**src/rtl/multicycle_ctrl_pkg.sv**
```systemverilog
// Shared definitions for the multicycle MIPS control sequencer:
// state encoding, decoded opcode values and datapath select encodings.
package multicycle_ctrl_pkg;

    typedef enum logic [3:0] {
        ST_IDLE,
        ST_FETCH,
        ST_DECODE,
        ST_EXEC,
        ST_ALUWB,
        ST_MEMADR,
        ST_MEMRD,
        ST_MEMWB,
        ST_MEMWR,
        ST_BRANCH,
        ST_IMMEX,
        ST_IMMWB,
        ST_ERROR
    } state_t;

    localparam logic [2:0] OP_RTYPE = 3'b000;
    localparam logic [2:0] OP_ADDI  = 3'b001;
    localparam logic [2:0] OP_LW    = 3'b100;
    localparam logic [2:0] OP_SW    = 3'b101;
    localparam logic [2:0] OP_BEQ   = 3'b110;
    localparam logic [2:0] OP_ANDI  = 3'b111;

    localparam logic [1:0] ALU_ADD   = 2'b00;
    localparam logic [1:0] ALU_SUB   = 2'b01;
    localparam logic [1:0] ALU_FUNCT = 2'b10;
    localparam logic [1:0] ALU_AND   = 2'b11;

    localparam logic [1:0] SRCB_RT      = 2'b00;
    localparam logic [1:0] SRCB_FOUR    = 2'b01;
    localparam logic [1:0] SRCB_IMM     = 2'b10;
    localparam logic [1:0] SRCB_IMM_SH2 = 2'b11;

    // States that own the shared memory port and wait on mem_ready.
    function automatic logic is_mem_state(input state_t s);
        return (s == ST_FETCH) || (s == ST_MEMRD) || (s == ST_MEMWR);
    endfunction

endpackage

```
**src/rtl/mem_wait_timer.sv**
```systemverilog
// Counts memory wait cycles; expired_o flags that the current wait cycle
// is the last one allowed before the sequencer must give up.
module mem_wait_timer #(
    parameter int MEM_TIMEOUT = 255,
    parameter int CNT_W       = 16
) (
    input  logic clk_i,
    input  logic rst_i,
    input  logic clear_i,
    input  logic en_i,
    output logic expired_o
);

    localparam logic [CNT_W-1:0] LAST_WAIT = CNT_W'(MEM_TIMEOUT - 1);

    logic [CNT_W-1:0] cnt_q;
    logic [CNT_W-1:0] cnt_d;

    always_comb begin
        cnt_d = cnt_q;
        if (clear_i) begin
            cnt_d = '0;
        end else if (en_i) begin
            cnt_d = cnt_q + 1'b1;
        end
    end

    always_ff @(posedge clk_i or posedge rst_i) begin
        if (rst_i) begin
            cnt_q <= '0;
        end else begin
            cnt_q <= cnt_d;
        end
    end

    assign expired_o = (cnt_q == LAST_WAIT);

endmodule

```
**src/rtl/multicycle_ctrl_fsm.sv**
```systemverilog
// Multicycle MIPS control sequencer: steps each instruction through
// fetch/decode/execute/memory/writeback and drives the datapath controls.
module multicycle_ctrl_fsm
    import multicycle_ctrl_pkg::*;
#(
    parameter int MEM_TIMEOUT = 255,
    parameter int CNT_W       = 16
) (
    input  logic       clk_i,
    input  logic       rst_i,
    input  logic       run_i,
    input  logic [5:0] opcode_i,
    input  logic       zero_i,
    input  logic       mem_ready_i,
    output logic       mem_read_o,
    output logic       mem_write_o,
    output logic       i_or_d_o,
    output logic       ir_write_o,
    output logic       pc_write_o,
    output logic       pc_src_o,
    output logic       reg_dst_o,
    output logic       mem_to_reg_o,
    output logic       reg_write_o,
    output logic       alu_src_a_o,
    output logic [1:0] alu_src_b_o,
    output logic [1:0] alu_op_o,
    output logic       instr_retired_o,
    output logic       illegal_op_o,
    output logic       mem_error_o
);

    state_t     state_q;
    state_t     state_d;
    state_t     retire_next;
    logic [2:0] op;
    logic       timer_expired;
    logic       unused_opcode_hi;

    assign op               = opcode_i[2:0];
    assign unused_opcode_hi = ^opcode_i[5:3];
    assign retire_next      = run_i ? ST_FETCH : ST_IDLE;

    // Counter restarts whenever the state changes, so every memory state entry starts at zero.
    mem_wait_timer #(
        .MEM_TIMEOUT(MEM_TIMEOUT),
        .CNT_W      (CNT_W)
    ) u_timer (
        .clk_i    (clk_i),
        .rst_i    (rst_i),
        .clear_i  (state_d != state_q),
        .en_i     (is_mem_state(state_q) && !mem_ready_i),
        .expired_o(timer_expired)
    );

    always_ff @(posedge clk_i or posedge rst_i) begin
        if (rst_i) begin
            state_q <= ST_IDLE;
        end else begin
            state_q <= state_d;
        end
    end

    always_comb begin
        state_d         = state_q;
        mem_read_o      = 1'b0;
        mem_write_o     = 1'b0;
        i_or_d_o        = 1'b0;
        ir_write_o      = 1'b0;
        pc_write_o      = 1'b0;
        pc_src_o        = 1'b0;
        reg_dst_o       = 1'b0;
        mem_to_reg_o    = 1'b0;
        reg_write_o     = 1'b0;
        alu_src_a_o     = 1'b0;
        alu_src_b_o     = SRCB_RT;
        alu_op_o        = ALU_ADD;
        instr_retired_o = 1'b0;
        illegal_op_o    = 1'b0;
        mem_error_o     = 1'b0;

        case (state_q)
            ST_IDLE: begin
                if (run_i) state_d = ST_FETCH;
            end
            ST_FETCH: begin
                mem_read_o  = 1'b1;
                alu_src_b_o = SRCB_FOUR;
                if (mem_ready_i) begin
                    ir_write_o = 1'b1;
                    pc_write_o = 1'b1;
                    state_d    = ST_DECODE;
                end else if (timer_expired) begin
                    state_d = ST_ERROR;
                end
            end
            ST_DECODE: begin
                alu_src_b_o = SRCB_IMM_SH2;
                case (op)
                    OP_RTYPE:       state_d = ST_EXEC;
                    OP_LW, OP_SW:   state_d = ST_MEMADR;
                    OP_BEQ:         state_d = ST_BRANCH;
                    OP_ADDI, OP_ANDI: state_d = ST_IMMEX;
                    default: begin
                        illegal_op_o    = 1'b1;
                        instr_retired_o = 1'b1;
                        state_d         = retire_next;
                    end
                endcase
            end
            ST_EXEC: begin
                alu_src_a_o = 1'b1;
                alu_op_o    = ALU_FUNCT;
                state_d     = ST_ALUWB;
            end
            ST_ALUWB: begin
                reg_write_o     = 1'b1;
                reg_dst_o       = 1'b1;
                instr_retired_o = 1'b1;
                state_d         = retire_next;
            end
            ST_MEMADR: begin
                alu_src_a_o = 1'b1;
                alu_src_b_o = SRCB_IMM;
                state_d     = (op == OP_SW) ? ST_MEMWR : ST_MEMRD;
            end
            ST_MEMRD: begin
                mem_read_o = 1'b1;
                i_or_d_o   = 1'b1;
                if (mem_ready_i) state_d = ST_MEMWB;
                else if (timer_expired) state_d = ST_ERROR;
            end
            ST_MEMWB: begin
                reg_write_o     = 1'b1;
                mem_to_reg_o    = 1'b1;
                instr_retired_o = 1'b1;
                state_d         = retire_next;
            end
            ST_MEMWR: begin
                mem_write_o = 1'b1;
                i_or_d_o    = 1'b1;
                if (mem_ready_i) begin
                    instr_retired_o = 1'b1;
                    state_d         = retire_next;
                end else if (timer_expired) begin
                    state_d = ST_ERROR;
                end
            end
            ST_BRANCH: begin
                alu_src_a_o     = 1'b1;
                alu_op_o        = ALU_SUB;
                pc_src_o        = 1'b1;
                pc_write_o      = zero_i;
                instr_retired_o = 1'b1;
                state_d         = retire_next;
            end
            ST_IMMEX: begin
                alu_src_a_o = 1'b1;
                alu_src_b_o = SRCB_IMM;
                alu_op_o    = (op == OP_ANDI) ? ALU_AND : ALU_ADD;
                state_d     = ST_IMMWB;
            end
            ST_IMMWB: begin
                reg_write_o     = 1'b1;
                instr_retired_o = 1'b1;
                state_d         = retire_next;
            end
            ST_ERROR: begin
                mem_error_o = 1'b1;
            end
            default: state_d = ST_IDLE;
        endcase
    end

endmodule
```
**config.mk**
```make
export PLATFORM = sky130hd
export DESIGN_NAME = multicycle_ctrl_fsm
export DESIGN_NICKNAME = d
export VERILOG_FILES = /design/src/rtl/multicycle_ctrl_pkg.sv /design/src/rtl/mem_wait_timer.sv /design/src/rtl/multicycle_ctrl_fsm.sv
export SDC_FILE = /design/constraint.sdc
export NUM_CORES = 1
export LEC_CHECK = 0
export CAP_MARGIN = 20
export CORE_ASPECT_RATIO = 0.9
export CORE_MARGIN = 8
export CORE_UTILIZATION = 40
export DETAILED_ROUTE_END_ITERATION = 16
export PLACE_DENSITY = 0.63
export REMOVE_ABC_BUFFERS = 1
export SYNTH_ARGS = -nofsm -noshare
export SYNTH_HDL_FRONTEND = slang
export SYNTH_HIERARCHICAL = 1
export SYNTH_SLANG_ARGS = --single-unit
```
**constraint.sdc**
```tcl
create_clock -name clk_i -period 5.2 [get_ports clk_i]
set_input_delay 1.04 -clock clk_i [delete_from_list [all_inputs] [get_ports clk_i]]
set_output_delay 1.04 -clock clk_i [all_outputs]
set_load 0.05 [all_outputs]
```
==> results of run 1 <==
power groups by stage:
stage                     combinational (mW)  sequential (mW)  clock [mW]
after detailed placement               0.555            0.259           0
after CTS                              0.558            0.255       0.158
after global routing                   0.604            0.265       0.162
final                                  0.552            0.256       0.152
after global placement                 0.559            0.260           0
after floorplan                        0.398            0.235           0
per-stage QoR:
stage,instance area [um2],setup slack (ps),utilization (%),cells
global route,2041,840.1,49.42,275
finish,2041,984.2,49.42,275
global placement,1969,989.0,47.70,271
CTS,2041,978.8,49.42,275
detailed placement,1969,980.0,47.70,271
floorplan,1662,1461,-,198
cells in the mapped netlist, drive strengths merged (3+ instances only):
master   number  area, um2
a21oi        13      65.06
and3          3      18.77
buf          10      61.31
clkbuf        4      15.01
dfrtp        20      500.5
inv           7      26.28
nand2        16      60.06
nand2b        9      56.30
nand3         6      35.03
nand4         4      40.04
nor2         30      112.6
nor2b         7      43.79
nor3         10      61.31
nor3b         4      30.03
nor4          5      58.80
o2111ai       3      43.80
o21ai         7      35.03
or3           5      31.28
xnor2        10      87.58
xor2          4      35.03
flip-flops by register name, summed over array words and instances (netlist names):
signal	flops
u_timer/cnt_q	16
state_q	4
kinds of logic after synthesis:
kind of cell | count (synthesis) | share of synthesized area (%)
flops | 20 | 28.80
compound gates | 44 | 19.08
mux | 3 | 2.016
fa+ha+maj | 2 | 1.440
xor+xnor | 14 | 7.055
buf+inv | 21 | 5.904
simple gates | 108 | 35.71
cell type report:
| class | count | area (um2) | share of cell area, % |
|---|---|---|---|
| clock buffer | 3 | 41.29 | 2.023 |
| clock inverter | 1 | 30.03 | 1.471 |
| inverter | 7 | 26.28 | 1.288 |
| multi-input combinational | 171 | 1135 | 55.61 |
| sequential | 20 | 500.5 | 24.52 |
| tap | 48 | 60.06 | 2.943 |
| timing repair buffer | 25 | 247.7 | 12.14 |
cell usage in the layout, fill, tap and decap left out, types with 2 or more instances in the layout:
cell,n
a211oi_1,2
a21oi_1,13
a22oi_1,2
a31o_2,2
a31oi_1,2
a32oi_1,2
and3_1,3
clkbuf_8,3
clkdlybuf4s50_1,24
dfrtp_1,20
ha_1,2
inv_1,7
mux2i_1,2
nand2_1,16
nand2b_1,9
nand3_1,5
nand3b_1,2
nand4_1,3
nor2_1,30
nor2b_1,7
nor3_1,9
nor3b_1,4
nor4_1,2
nor4_2,2
o2111ai_1,2
o21a_1,2
o21ai_0,6
o22ai_1,2
or3_1,5
xnor2_1,10
xor2_1,4
final timing paths:
kind,endpoint,slack [ps],depth (start not counted)
hold reg to reg,u_timer/cnt_q[11],580,2
max in group asynchronous,u_timer/cnt_q[1],3610,2
min in group asynchronous,state_q[2],990,2
setup / recovery,instr_retired_o,980,7
setup reg to reg,u_timer/cnt_q[15],1270,15
hold / removal,u_timer/cnt_q[11],580,2
per-layer routing:
| metal | track usage, % | share of wire [%] | vias up |
|---|---|---|---|
| li1 | - | - | 787 |
| met1 | 17.70 | 51 | 724 |
| met2 | 16.89 | 44 | 28 |
| met3 | 1.977 | 4.6 | 2 |
| met4 | 2.622 | 0.69 | 0 |
| met5 | 0 | 0 | - |
worst min-delay path: stages (launching register included):
cell     delay, ps
dfrtp_1        380
xnor2_1        120
nor2_1          40
==> results.cfg, run 1 <==
[pwr]
p_leak_nw = 0.7968
switchingPower_mw = 0.4894
p_int_mw = 0.4713
peakVddDrop_uv = 340.4
p_comb_share_pct = 57.5
swShare_pct = 50.94
seqPwrFrac_pct = 26.6
finalPower_mw = 0.9607
clock_power_share_pct = 15.9
power_density_nw_per_um2 = 470.8

[worst_setup_path]
cp_cell_sequence = clkdlybuf4s50_1 -> nand2b_1 -> nor2_1 -> mux2i_1 -> or3_1 -> nand2_1 -> clkdlybuf4s50_1
r2r_start = u_timer/cnt_q[0]
startpoint_type = input pin
cpLargestDelayFamily = buffers and inverters
endpoint_kind = output port
cp.required_ps = 4160
crit_path_max_incr_delay_ps = 800
worstSetupStartpoint = opcode_i[2]
cp_slowest_cell = clkdlybuf4s50_1
worst-path-buf-inv = 2
path_class = input pin to output port
worstPathMaxFanout = 8
critPathArrivalTime_ps = 3180
cp_common_cell = clkdlybuf4s50_1

[global_route]
grt_overflow = 0
antenna_found_initial = 0
grt_pass1_wl_um = 6734
track_usage_pct = 11.81
grt_max_degree = 29
grt_pass1_vias = 1362

[clock_network]
cts_root_buf = clkbuf_8
path_clk_slew_ps = 70
postCtsResizedCells = 0
cts_inserted_buffers = 3
clockBufferDepth = 2
cts_setup_buffers = 0
htreeDepth = 1
worstSkewPairLatency_ps = 250
cts_tree = built
ctsHoldBuffers = 0
cts.sink_count = 20

[synthesis]
synth_ff_type = dfrtp_1
synth_edf_count = 0
yosysWarningCount = 6
yosysSeqAreaShare_pct = 28.80
ys_ff_latch = 20
synthArstFlopShare_pct = 100.0
synthDistinctLibCells = 55
netlist_area_um2 = 1738
syn_inst = 212
syn_avg_cell_area_um2 = 8.198

[drt]
drc = 0
drt_iter0_drc = 133
avgViaCountPerCell = 5.604
ant_nets = 0
dr.pass1.iters = 4
vias = 1541
wire_per_inst_um = 14.16
wl_um = 3893

[floorplanning]
core-area_um2 = 4129
dieArea_um2 = 6713
die_height_um = 78.53
start_util_pct = 42.09
pin_count = 28
fp-row-count = 22
die-width_um = 85.48

[layout]
nets = 241
area_delta_synth_final_pct = 17.42
final_layout_size_suffix_gt1_share_pct = 8.811
antenna_cells = 0
n_fill_cell = 412

[placed_design]
place_congestion = 0.7871
dp_hpwl_um = 2942
portBuffers = 24

[timing]
final.min_clock_period_ps = 4216
setup_viol = 0
timing.final.crit_share_pct = 81.07
clock_skew_ps = 2.860
final_hold_viol_count = 0
worst_pin_slew_ps = 789.3
slew_headroom_pct = 47.38
fin_setup_tns_ps = 0
final_max_slew_viol_count = 0
rsz0062_at_grt = no
max_freq_mhz = 237.2
timing.hold.ws_ps = 579.4

[flow_run]
drv_cap = 0

[hold_path]
hold_start = u_timer/cnt_q[11]
holdCritPathClass = register to register

[outcome]
status = finished, final reports clean
Note: power is estimated with default switching activity, not from simulation.
==> run 2: changes to the inputs <==
==> constraint.sdc (replaced) <==
create_clock -name clk_i -period 3.9 [get_ports clk_i]
set_input_delay 0.78 -clock clk_i [delete_from_list [all_inputs] [get_ports clk_i]]
set_output_delay 0.78 -clock clk_i [all_outputs]
set_load 0.05 [all_outputs]
==> results.cfg, run 2 (synthesized netlist as in run 1, its figures left out) <==
[clock_network]
clockBufferDepth = 2
worstSkewPairLatency_ps = 260
htreeDepth = 1
cts_root_buf = clkbuf_8
cts.sink_count = 20
cts_tree = built
path_clk_slew_ps = 80
cts_inserted_buffers = 3

[timing]
worst_pin_slew_ps = 626.4
final_hold_viol_count = 0
timing.final.crit_share_pct = 92.09
final_max_slew_viol_count = 0
max_freq_mhz = 278.4
setup_viol = 0
final.min_clock_period_ps = 3592
clock_skew_ps = 9.574
fin_setup_tns_ps = 0
rsz0062_at_grt = no
slew_headroom_pct = 58.20

[layout]
layout_commonest_cell = nor2_1
final_layout_size_suffix_gt1_share_pct = 13.87
most-common-layout-cells = 30 x nor2_1, 23 x clkdlybuf4s50_1, 20 x dfrtp_1
largest_register_ff_count = 16
stdcell_count = 286
area_delta_synth_final_pct = 22.25
largestRegisters = u_timer/cnt_q (16), state_q (4)
nets = 252
n_fill_cell = 407
antenna_cells = 0
top_register = u_timer/cnt_q

[pwr]
seqPwrFrac_pct = 23.0
power_density_nw_per_um2 = 637.6
swShare_pct = 49.99
clock_power_share_pct = 15.2
finalPower_mw = 1.355
p_int_mw = 0.6774
peakVddDrop_uv = 339.9
p_leak_nw = 0.8535
switchingPower_mw = 0.6772
p_comb_share_pct = 61.9

[global_route]
grt_pass1_vias = 1421
grt_max_degree = 22
grt_pass1_wl_um = 7038
antenna_found_initial = 0
grt_overflow = 0
track_usage_pct = 12.34

[floorplanning]
fp-row-count = 22
core-area_um2 = 4129
dieArea_um2 = 6713
die-width_um = 85.48
start_util_pct = 42.09
die_height_um = 78.53
pin_count = 28

[worst_setup_path]
path_class = register to register
critPathArrivalTime_ps = 3730
cp.required_ps = 4040
cp_cell_sequence = inv_1 -> ha_1 -> nor4b_1 -> nand4_1 -> nor3_1 -> buf_4 -> nor2_1 -> a32oi_1 -> o2111ai_1 -> xor2_1 -> or4_4 -> o211ai_4 -> nor3_4 -> nand3_2 -> mux2_4
startpoint_type = register
cp_slowest_cell = or4_4
worstPathMaxFanout = 5
crit_path_max_incr_delay_ps = 590
endpoint_kind = register

[drt]
wire_per_inst_um = 14.70
vias = 1580
ant_nets = 0
drt_iter0_drc = 164
drc = 0
wl_um = 4203
avgViaCountPerCell = 5.524
dr.pass1.iters = 4

[placed_design]
dp_hpwl_um = 3151
dpl.cell_count = 281
portBuffers = 24
place_congestion = 0.8373

[outcome]
status = finished, final reports clean

[hold_path]
holdCritPathClass = register to register

[flow_run]
drv_cap = 0
-- run 2: cell types whose count changed in the layout (fill, tap and decap cells not counted) --
cell,change
or4_4,+1
buf_4,+12
or4_1,-1
clkdlybuf4s50_1,-1
-- run 2: area by class of cell --
class	instances	area (um2)	share of cell area, %
clock buffer	3	41.29	1.943
timing repair buffer	36	327.8	15.43
sequential	20	500.5	23.56
tap	48	60.06	2.827
clock inverter	1	30.03	1.413
multi-input combinational	171	1139	53.59
inverter	7	26.28	1.237
-- run 2: what timing repair did --
action                                  4_1_cts  5_1_grt
endpoints found under the setup margin        0        3
hold buffers                                  0        0
gates resized for setup                       0        1
buffers inserted                              0        1
-- run 2: critical path, delay by kind of cell, from the launching register on --
| kind | cells | cell delay (ps) |
|---|---|---|
| mux | 1 | 290 |
| compound gates | 3 | 630 |
| fa+ha+maj | 1 | 150 |
| flops | 1 | 440 |
| xor+xnor | 1 | 210 |
| simple gates | 7 | 1490 |
| buf+inv | 2 | 270 |
-- run 2: power groups by stage --
stage	Clock [mW]	Combinational [mW]	Sequential (mW)
floorplan	0	0.531	0.313
global placement	0	0.819	0.315
detailed placement	0	0.824	0.314
CTS	0.209	0.827	0.309
global route	0.216	0.898	0.321
finish	0.205	0.838	0.311
-- run 2: path summary, 6_finish.rpt --
check | endpoint | startpoint | slack [ps] | depth (start not counted)
max in group asynchronous | u_timer/cnt_q[15] | rst_i | 2560 | 2
worst max register to register | u_timer/cnt_q[15] | u_timer/cnt_q[0] | 310 | 15
worst min-delay path | u_timer/cnt_q[11] | u_timer/cnt_q[11] | 580 | 2
worst min register to register | u_timer/cnt_q[11] | u_timer/cnt_q[11] | 580 | 2
min in group asynchronous | state_q[3] | rst_i | 740 | 2
worst max-delay path | u_timer/cnt_q[15] | u_timer/cnt_q[0] | 310 | 15
-- run 2: stage by stage --
step / instance area (um2) / utilization [%] / worst slack, ps / hold slack, ps
final: 2125 / 51.45 / 308.5 / 582.1
after global routing: 2125 / 51.45 / 92.90 / 617.0
after global placement: 2042 / 49.45 / 157.8 / 564.6
after CTS: 2113 / 51.18 / 246.4 / 580.6
after detailed placement: 2042 / 49.45 / 149.3 / 569.4
after floorplan: 1662 / - / 160.9 / 531.3
-- run 2: per-layer routing --
| metal | global-route usage [%] | wire [um] | vias to the layer above |
|---|---|---|---|
| li1 | - | - | 803 |
| met2 | 17.04 | 1791 | 40 |
| met3 | 2.185 | 206 | 4 |
| met4 | 2.622 | 42 | 0 |
| met1 | 18.93 | 2163 | 733 |
| met5 | 0 | 0 | - |
